### src/rtl/spram_pkg.sv
// Shared widths, request struct and latency helper for the single-port SRAM
// request front-end and its response FIFO.
package spram_pkg;

    localparam int DATA_W     = 64;
    localparam int BE_W       = 8;
    localparam int ADDR_MAX_W = 32;

    typedef struct packed {
        logic                  write;
        logic [BE_W-1:0]       ben;
        logic [ADDR_MAX_W-1:0] addr;
        logic [DATA_W-1:0]     wdata;
    } spram_req_t;

    function automatic int spramRdLat(input int outRegs);
        return 1 + outRegs;
    endfunction

endpackage

### src/rtl/spram_rsp_fifo.sv
// Response FIFO for captured read data. The head entry is read straight from
// the storage registers, so the output holds steady until it is popped.
module spram_rsp_fifo
    import spram_pkg::*;
#(
    parameter int DEPTH = 4
) (
    input  logic              clk_i,
    input  logic              rst_i,
    input  logic              push_i,
    input  logic [DATA_W-1:0] data_i,
    input  logic              pop_i,
    output logic [DATA_W-1:0] data_o,
    output logic              full_o,
    output logic              empty_o
);

    localparam int PW = (DEPTH > 1) ? $clog2(DEPTH) : 1;
    localparam int CW = $clog2(DEPTH + 1);

    logic [DATA_W-1:0] mem_q [DEPTH];
    logic [PW-1:0]     wrPtr_q;
    logic [PW-1:0]     rdPtr_q;
    logic [CW-1:0]     cnt_q;
    logic              pushEn;
    logic              popEn;

    function automatic logic [PW-1:0] nextPtr(input logic [PW-1:0] p);
        return (p == PW'(DEPTH - 1)) ? '0 : p + PW'(1);
    endfunction

    assign full_o  = (cnt_q == CW'(DEPTH));
    assign empty_o = (cnt_q == '0);
    assign data_o  = mem_q[rdPtr_q];

    // A pop frees the slot in the same cycle, so a full FIFO may push and pop together.
    assign popEn  = pop_i & ~empty_o;
    assign pushEn = push_i & (~full_o | popEn);

    always_ff @(posedge clk_i) begin
        if (pushEn) begin
            mem_q[wrPtr_q] <= data_i;
        end
    end

    always_ff @(posedge clk_i) begin
        if (rst_i) begin
            wrPtr_q <= '0;
            rdPtr_q <= '0;
            cnt_q   <= '0;
        end else begin
            if (pushEn) begin
                wrPtr_q <= nextPtr(wrPtr_q);
            end
            if (popEn) begin
                rdPtr_q <= nextPtr(rdPtr_q);
            end
            cnt_q <= cnt_q + CW'(pushEn) - CW'(popEn);
        end
    end

endmodule

### src/rtl/spram_req_ctrl.sv
// Valid/ready front-end for the single-port byte-enable SRAM wrapper. Reads are
// credit-limited so the fixed-latency read data always has a FIFO slot waiting.
module spram_req_ctrl
    import spram_pkg::*;
#(
    parameter int ADDR_WIDTH = 10,
    parameter int OUT_REGS   = 0,
    parameter int FIFO_DEPTH = 4
) (
    input  logic                  Clk_CI,
    input  logic                  Rst_RI,
    input  logic                  ReqValid_SI,
    output logic                  ReqReady_SO,
    input  logic                  ReqWrite_SI,
    input  logic [BE_W-1:0]       ReqBEn_SI,
    input  logic [ADDR_WIDTH-1:0] ReqAddr_DI,
    input  logic [DATA_W-1:0]     ReqWrData_DI,
    output logic                  RspValid_SO,
    input  logic                  RspReady_SI,
    output logic [DATA_W-1:0]     RspData_DO,
    output logic                  RamCSel_SO,
    output logic                  RamWrEn_SO,
    output logic [BE_W-1:0]       RamBEn_SO,
    output logic [ADDR_WIDTH-1:0] RamAddr_DO,
    output logic [DATA_W-1:0]     RamWrData_DO,
    input  logic [DATA_W-1:0]     RamRdData_DI,
    output logic                  Busy_SO
);

    localparam int RD_LAT = spramRdLat(OUT_REGS);
    localparam int CW     = $clog2(FIFO_DEPTH + 1);

    spram_req_t        req;
    logic [CW-1:0]     cred_q;
    logic [CW-1:0]     cred_d;
    logic [RD_LAT-1:0] rdVld_q;
    logic [RD_LAT-1:0] rdVld_d;
    logic              acc;
    logic              rdAcc;
    logic              pop;
    logic              push;
    logic              fifoFull;
    logic              fifoEmpty;

    always_comb begin
        req.write = ReqWrite_SI;
        req.ben   = ReqBEn_SI;
        req.addr  = ADDR_MAX_W'(ReqAddr_DI);
        req.wdata = ReqWrData_DI;
    end

    // During reset the credit count is treated as zero, and nothing reaches the RAM.
    assign ReqReady_SO = req.write | Rst_RI | (cred_q < CW'(FIFO_DEPTH));
    assign acc         = ReqValid_SI & ReqReady_SO & ~Rst_RI;
    assign rdAcc       = acc & ~req.write;

    assign RamCSel_SO   = acc;
    assign RamWrEn_SO   = acc & req.write;
    assign RamBEn_SO    = req.ben;
    assign RamAddr_DO   = ADDR_WIDTH'(req.addr);
    assign RamWrData_DO = req.wdata;

    assign pop     = RspValid_SO & RspReady_SI;
    assign push    = rdVld_q[RD_LAT-1];
    assign Busy_SO = (cred_q != '0);

    always_comb begin
        cred_d     = cred_q + CW'(rdAcc) - CW'(pop);
        rdVld_d    = rdVld_q << 1;
        rdVld_d[0] = rdAcc;
    end

    always_ff @(posedge Clk_CI) begin
        if (Rst_RI) begin
            cred_q  <= '0;
            rdVld_q <= '0;
        end else begin
            cred_q  <= cred_d;
            rdVld_q <= rdVld_d;
        end
    end

    spram_rsp_fifo #(
        .DEPTH (FIFO_DEPTH)
    ) u_rspFifo (
        .clk_i   (Clk_CI),
        .rst_i   (Rst_RI),
        .push_i  (push),
        .data_i  (RamRdData_DI),
        .pop_i   (pop),
        .data_o  (RspData_DO),
        .full_o  (fifoFull),
        .empty_o (fifoEmpty)
    );

    assign RspValid_SO = ~fifoEmpty;

`ifndef SYNTHESIS
    always_ff @(posedge Clk_CI) begin
        if (!Rst_RI) begin
            assert (FIFO_DEPTH >= 1 && FIFO_DEPTH <= 16);
            assert (!(push && fifoFull));
            assert (cred_q <= CW'(FIFO_DEPTH));
        end
    end
`endif

endmodule

### config.mk
export PLATFORM = sky130hd
export DESIGN_NAME = spram_req_ctrl
export DESIGN_NICKNAME = d
export VERILOG_FILES = /design/src/rtl/spram_pkg.sv /design/src/rtl/spram_rsp_fifo.sv /design/src/rtl/spram_req_ctrl.sv
export SDC_FILE = /design/constraint.sdc
export NUM_CORES = 1
export LEC_CHECK = 0
export BUFFER_PORTS_ARGS = -buffer_cell sky130_fd_sc_hd__buf_2
export CORE_ASPECT_RATIO = 1.1
export CORE_MARGIN = 2
export CORE_UTILIZATION = 30
export DETAILED_ROUTE_END_ITERATION = 16
export GPL_TIMING_DRIVEN = 0
export PLACE_DENSITY = 0.61
export SLEW_MARGIN = 40
export SYNTH_ARGS = -nofsm -noshare
export SYNTH_HDL_FRONTEND = slang
export SYNTH_SLANG_ARGS = --single-unit
### constraint.sdc
create_clock -name Clk_CI -period 6.6 [get_ports Clk_CI]
set_input_delay 0.33 -clock Clk_CI [delete_from_list [all_inputs] [get_ports Clk_CI]]
set_output_delay 0.33 -clock Clk_CI [all_outputs]
set_load 0.05 [all_outputs]
* Word-level counts from Yosys, hierarchy flattened
Memory sizes are Yosys's and may differ from the RTL's. A register that Yosys moved wholly into a read port is not among the register bits. Cells that the tools add are included.
Cells by class: reduce and logical (&&, ||, !) cells 2, equal/unequal tests 3, multiplexer cells 6, magnitude comparators 1, add/subtract/negate cells 6, bitwise logic cells 14
Operators by type and width (number):
- 2-bit 2-to-1 mux | 4
- 1-bit bitwise AND | 7
- 3-bit by 1-bit adder with 3-bit output | 2
- 3-bit by 1-bit subtractor with 3-bit output | 2
- 2-bit by 1-bit adder with 2-bit output, second input constant | 2
- 2-bit equality test, second input constant | 2
- 1-bit NOT | 4
- 3-bit equality test, second input constant | 1
- 3-bit logical NOT | 1
- 3-bit < comparator, second input constant | 1
- 1-bit bitwise OR | 3
- 3-bit nonzero test | 1
- 1-bit 2-to-1 mux | 2
Storage, ports and cells: bits in writable memories 256, register bits after elaboration 11, output and inout bits 151, memories 1, input port bits 151, logic and storage cells 38
Memories:
- u_rspFifo.mem_q | words 4, width 64, rd ports 1, clocked after Yosys merged registers in 1, write ports 1, RTL line spram_rsp_fifo.sv:21 | logic [DATA_W-1:0] mem_q [DEPTH];

* Longest topological paths before layout
Gate-level depths: netlist (run 1).
word-level depth 8, mapped depth 10

* Hierarchy
Synthesis (run 1) repeated with hierarchy kept, for this count alone.
Second synthesis, totals: cell total of the unflattened synthesis 488, area, all modules 10525.1 µm²
By module, submodules not included:
- spram_rsp_fifo | cells each 382, area each 9670.5 µm², instances 1, seq. area each 7867.5 µm²
- spram_req_ctrl | cells each 106, area each 854.6 µm², instances 1, seq. area each 80.1 µm²

* Worst setup path after synthesis (run 1)
Ideal clock, no wire load.
kind register to register, start point register u_rspFifo.cnt_q[1], end point register cred_q[2], setup slack 4.438 ns, period minus slack after synthesis 2.162 ns, arrival 2.033 ns, cell stages (with the launch flop) 10, library setup time 0.129 ns, path buffers 0, cells stage by stage dfxtp_1 > o31ai_1 > inv_1 > ha_1 > inv_1 > ha_1 > fa_1 > xnor2_1 > xnor2_1 > nor2_1
Between the ends: longest elaborated chain between the ends 4
RTL lines:
- from (decl) | RTL line spram_rsp_fifo.sv:24 | logic [CW-1:0] cnt_q;
- from (signal assigned) | RTL line spram_rsp_fifo.sv:58 | cnt_q <= cnt_q + CW'(pushEn) - CW'(popEn);
- 3-bit logical NOT | RTL line spram_rsp_fifo.sv:33 | assign empty_o = (cnt_q == '0);
- 1-bit NOT | RTL line spram_req_ctrl.sv:96 | assign RspValid_SO = ~fifoEmpty;
- 1-bit bitwise AND | RTL line spram_req_ctrl.sv:63 | assign pop = RspValid_SO & RspReady_SI;
- 3-bit by 1-bit subtractor with 3-bit output | RTL line spram_req_ctrl.sv:68 | cred_d = cred_q + CW'(rdAcc) - CW'(pop);
- to (signal assigned) | RTL line spram_req_ctrl.sv:78 | cred_q <= cred_d;
- to (decl) | RTL line spram_req_ctrl.sv:34 | logic [CW-1:0] cred_q;
Every way passes these cells. A chain may end at the register's enable or synchronous reset.

==> results_dict.tcl, run 1 <==
set metrics [dict create \
    reg2regPathDepth 9 \
    viasPerCell 4.36 \
    drtIter0Drc 322 \
    clk_latency_ns 0.56 \
    slew_headroom_pct 49.3 \
    clock_path_buffers 3 \
    grt_start_max_net_pins 34 \
    grt_pass1_vias 6034 \
    p_sw_uw 1500 \
    mostFrequentLayoutCells "edfxtp_1 (256), buf_2 (225), buf_4 (84)" \
    crit_required_ns 6.27 \
    track_usage_pct 11.9 \
    clock-root-buffer "clkbuf_16" \
    rsz0062_at_grt "false" \
    overflow 0 \
    yosysSeqAreaShare_pct 75.6 \
    gp_congestion 0.715 \
    rows 71 \
    maxSlewViolCount 0 \
    start_kind "register" \
    ys_warn_count 0 \
    drive_gt1_share_pct 51.7 \
    hp-class "primary input to register" \
    sw_frac_of_total_pct 31.2 \
    avgSynthCellArea_um2 21.5 \
    drt-pass1-iter-count 4 \
    min_period_ns 2.83 \
    setup_tns_ns 0 \
    comb_power_share_pct 26.4 \
    total_power_uw 4810 \
    end_kind "primary output" \
    die_h_um 200 \
    outcome "complete, no violations" \
    coreArea_mm2 0.0344 \
    finalSetupViolations 0 \
    ir_worst_vdd_mv 0.225 \
    initial_utilization_pct 30.6 \
    path_max_fanout 10 \
    area_growth_pct 32.5 \
    port_buffers 219 \
    final_common_cell "edfxtp_1" \
    dp.cells 1153 \
    cts-htree-levels 1 \
    syn_area_mm2 0.0105 \
    finalCritPeriodShare_pct 42.9 \
    cts_tree "yes" \
    max_freq_mhz 354 \
    crit_type "register to primary output" \
    antenna_found_initial 0 \
    synth_fp_nets 650 \
    maxCapViolations 0 \
    io_pins 302 \
    fill_cells 3065 \
    hpwl_mm 14.5 \
    final-hold-violation-count 0 \
    die_w_um 183 \
    arrival_ns 2.50 \
    instances_no_fill 1271 \
    leakage_uw 0.00508 \
    drtAntennaViolNets 0 \
    grt_pass1_wl_mm 33.6 \
    wire_per_inst_um 17.3 \
    vias 5544 \
    fin_nets 974 \
    fin_worst_skew_ns 0.0287 \
    power.density_mw_per_mm2 345 \
    power.share.clock_pct 33.0 \
    synth_cells 488 \
    seq_power_share_pct 40.6 \
    yosysUniqueCellTypes 27 \
    path_clk_slew_ns 0.06 \
    hold-path-cell-count 3 \
    cts_buffers 29 \
    diodes 0 \
    drc_errors 0 \
    drt-total-wl_mm 22.0 \
    worst_pin_slew_ns 0.760 \
    ys_ff_latch 269 \
    cts.sinks 269 \
    cts_setup_buffers 0 \
    dieArea_mm2 0.0366 \
    p_int_uw 3310 \
]
[per-stage QoR]
step / worst slack (ns) / utilization [%] / hold WS, ns / cell area (um2)
floorplan: 4.44 / - / 0.402 / 10500
global placement: 3.95 / 35.4 / 0.483 / 12200
detailed placement: 4.22 / 35.9 / 0.484 / 12300
CTS: 3.69 / 40.5 / 0.0803 / 13900
global route: 3.66 / 40.5 / 0.118 / 13900
finish: 3.77 / 40.5 / 0.105 / 13900
[layout make-up]
type,instances,area (um2),share of cell area [%]
Tap cell,438,548,3.93
Buffer,97,688,4.94
Multi-Input combinational cell,110,1850,13.3
Clock buffer,35,748,5.37
Sequential cell,269,7950,57.0
Timing Repair Buffer,293,1920,13.8
Clock inverter,17,188,1.35
Inverter,12,45.0,0.323
[worst paths after layout]
path                                      from              endpoint  slack, ns
max                                   register        RspData_DO[27]       3.77
min reg2reg  u_rspFifo.rdPtr_q[0]$_SDFFE_PP0N_              register       0.51
min                                ReqValid_SI       push$_SDFF_PP0_       0.11
max reg2reg      u_rspFifo.cnt_q[1]$_SDFF_PP0_  cred_q[2]$_SDFF_PP0_       4.19
[cells in the mapped netlist]
cell / count / area, um2
buf_2: 6 / 30.0
and2_4: 1 / 8.76
or4b_4: 1 / 13.8
o31ai_2: 2 / 25.0
mux2i_1: 1 / 10.0
ha_1: 9 / 113
mux4_2: 64 / 1440
inv_1: 12 / 45.0
fa_1: 2 / 40.0
nand2b_1: 1 / 6.26
nand4b_1: 1 / 8.76
edfxtp_1: 256 / 7690
nor2_1: 5 / 18.8
a21oi_1: 2 / 10.0
or3_1: 2 / 12.5
dfxtp_1: 13 / 260
nor2b_1: 4 / 25.0
buf_1: 6 / 22.5
buf_4: 84 / 631
and3_2: 4 / 30.0
or3_2: 1 / 7.51
clkbuf_2: 1 / 5.00
nor3_1: 2 / 10.0
xnor2_1: 4 / 35.0
nand2_1: 2 / 7.51
nand3_1: 1 / 5.00
o31ai_1: 1 / 7.51
[flip-flops by register name, summed over array words and instances (netlist names), named ones only]
register / cells
cred_q: 3
u_rspFifo.mem_q: 256
push: 1
u_rspFifo.rdPtr_q: 2
u_rspFifo.cnt_q: 3
u_rspFifo.wrPtr_q: 2
[critical path, stage by stage (launching register included)]
cell and delay [ns]:
dfxtp_1 0.31, clkbuf_2 0.34, buf_1 0.63, mux4_2 0.42
buf_2 0.23
[kinds of logic after synthesis]
group	synth area share, %
adders and majority gates	1.45
xor gates and xnor gates	0.333
muxes	13.8
and+or+nand+nor	1.46
AOI/OAI and AO/OA	0.405
buffers and inverters	6.97
DFF	75.6
[timing repair]
item | CTS | global route
endpoints found under the hold margin | 259 | 0
resized for setup | 0 | 0
hold buffers | 66 | 0
[layer usage]
metal	up-vias	track usage, %	part of all wire (%)
met3	33	2.60	6.7
met4	0	3.54	2.1
met2	218	20.6	50
met5	-	0	0
met1	2779	14.8	41
li1	2514	-	-
[power groups by stage]
stage | sequential [uW] | clock, uW | combinational (uW)
6_report | 1950 | 1590 | 1270
5_1_grt | 1960 | 1700 | 1350
4_1_cts | 1950 | 1640 | 1290
3_5_place_dp | 1990 | 0 | 1260
3_3_place_gp | 1990 | 0 | 1250
2_1_floorplan | 1980 | 0 | 978
Note: power is estimated with default switching activity, not from simulation.
==> inputs of run 2 (changes only) <==
Settings changed: PLACE_DENSITY 0.61 to 0.63.
Clock period 6.6 ns to 2.4 ns, I/O delays scaled along.
==> run 2 against run 1 <==
Net effect:
- cell count increased by 0.24%
- sequential cell count unchanged
- first-iteration DRC count decreased by 34%
- hold slack improved by 0.23 ns
- wire length decreased by 1.9%
- core utilization about the same
- die area unchanged
- clock-buffer cell count increased by 1
- total power increased to 2.7 times the previous value
- critical path type unchanged
- largest cell class unchanged
- largest power group unchanged
- highest routed layer unchanged
==> results_dict.tcl, run 2 (same netlist as run 1, synthesis figures left out) <==
set metrics [dict create \
    outcome "complete, no violations" \
    cts-htree-levels 1 \
    hold_end "u_rspFifo.mem_q[2][32]$_DFFE_PP_" \
    final-hold-violation-count 0 \
    grt_pass1_wl_mm 32.3 \
    overflow 0 \
    dieArea_mm2 0.0366 \
    crit_required_ns 2.28 \
    worst_pin_slew_ns 0.491 \
    cts_tree "yes" \
    die_h_um 200 \
    mostFrequentLayoutCells "edfxtp_1 (256), buf_2 (225), buf_4 (87)" \
    gp_congestion 0.702 \
    start_kind "register" \
    finalSetupViolations 0 \
    reg2reg_setup_slack_ns 0.13 \
    multi_input_area_mm2 0.00186 \
    hpwl_mm 14.2 \
    largest-register "u_rspFifo.mem_q" \
    largest_reg_flops 256 \
    fin_worst_skew_ns 0.0133 \
    rr_endpoint "u_rspFifo.cnt_q[2]$_SDFF_PP0_" \
    path_clk_slew_ns 0.06 \
    cts_buffers 28 \
    final_common_cell "edfxtp_1" \
    wire_per_inst_um 16.9 \
    drt-total-wl_mm 21.6 \
    antenna_found_initial 1 \
    end_kind "primary output" \
    grt_pass1_vias 5816 \
    coreArea_mm2 0.0344 \
    fin_nets 975 \
    path_max_fanout 10 \
    fill_cells 3042 \
    power.density_mw_per_mm2 929 \
    cts.sinks 269 \
    maxCapViolations 0 \
    setup_tns_ns 0 \
    io_pins 302 \
    drt-pass1-iter-count 4 \
    area_growth_pct 32.4 \
    total_power_uw 12900 \
    vias 5495 \
    biggestRegsByFlops "u_rspFifo.mem_q x256, cred_q x3, u_rspFifo.cnt_q x3" \
    grt_start_max_net_pins 34 \
    ir_worst_vdd_mv 0.619 \
    drive_gt1_share_pct 52.3 \
    clock_path_buffers 3 \
    clock-root-buffer "clkbuf_16" \
    finalCritPeriodShare_pct 94.8 \
    drc_errors 0 \
    max_freq_mhz 440 \
    maxSlewViolCount 0 \
    seqCellArea_mm2 0.00795 \
    hp-start "RamRdData_DI[32]" \
    hold-path-cell-count 2 \
    crit_type "register to primary output" \
    clk_latency_ns 0.54 \
    die_w_um 183 \
    r2r_start "u_rspFifo.cnt_q[1]$_SDFF_PP0_" \
    track_usage_pct 11.4 \
    drtAntennaViolNets 0 \
    viasPerCell 4.31 \
    rsz0062_at_grt "true" \
    port_buffers 219 \
    slew_headroom_pct 67.2 \
    leakage_uw 0.00506 \
    rows 71 \
    drtIter0Drc 213 \
    reg2regPathDepth 7 \
    initial_utilization_pct 30.6 \
    min_period_ns 2.27 \
    hp-class "primary input to register" \
    arrival_ns 2.15 \
]
-- run 2: critical path: stages, from the launching register on --
cell and delay (ns):
dfxtp_1 0.30, buf_4 0.22, clkbuf_4 0.32, mux4_2 0.54
buf_2 0.23
-- run 2: how the worst max path moves through the flow --
stage / startpoint / end / cells past startpoint / slack (ns)
after detailed placement: u_rspFifo.cnt_q[1]$_SDFF_PP0_ / u_rspFifo.cnt_q[2]$_SDFF_PP0_ / 9 / -0.04
after global routing: register / RspData_DO[10] / 4 / -0.02
after global placement: u_rspFifo.wrPtr_q[0]$_SDFFE_PP0P_ / u_rspFifo.mem_q[2][57]$_DFFE_PP_ / 3 / -0.20
after CTS: register / RspData_DO[4] / 4 / -0.08
final: register / RspData_DO[4] / 4 / 0.13
after floorplan: u_rspFifo.cnt_q[1]$_SDFF_PP0_ / cred_q[2]$_SDFF_PP0_ / 9 / 0.24
-- run 2: layer usage --
metal	vias to the layer above	share of wire (%)	global-route usage, %
met4	0	2.3	3.92
met3	32	5.6	2.16
met2	192	52	20.7
met5	-	0	0
li1	2528	-	-
met1	2743	40	13.3
-- run 2: area by class of cell --
class,instances,area share [%]
Clock inverter,16,0.854
Buffer,97,5.08
Multi-Input combinational cell,110,13.4
Timing Repair Buffer,295,13.9
Antenna cell,1,0.0180
Sequential cell,269,57.1
Tap cell,438,3.94
Clock buffer,36,5.40
Inverter,12,0.324
-- run 2: report_power, final --
| group | internal (uW) | total (uW) | switching (uW) |
|---|---|---|---|
| Combinational | 1200 | 3500 | 2300 |
| Clock | 2320 | 4060 | 1740 |
| Sequential | 5290 | 5370 | 80.7 |
-- run 2: repair_timing --
item	4_1_cts	5_1_grt
endpoints found under the hold margin	262	0
resized for setup	8	5
setup buffers	0	0
hold buffers	68	0
endpoints found under the setup margin	52	34
-- run 2: through the flow --
stage | instances | area (um2) | hold WS (ns) | worst slack [ns] | util [%]
5_1_grt | 1274 | 13900 | 0.319 | -0.0247 | 40.5
6_report | 1274 | 13900 | 0.333 | 0.126 | 40.5
3_5_place_dp | 1153 | 12300 | 0.337 | -0.0407 | 35.9
3_3_place_gp | 1145 | 12200 | 0.335 | -0.197 | 35.4
2_1_floorplan | 488 | 10500 | 0.192 | 0.238 | -
4_1_cts | 1273 | 13900 | 0.294 | -0.0824 | 40.4
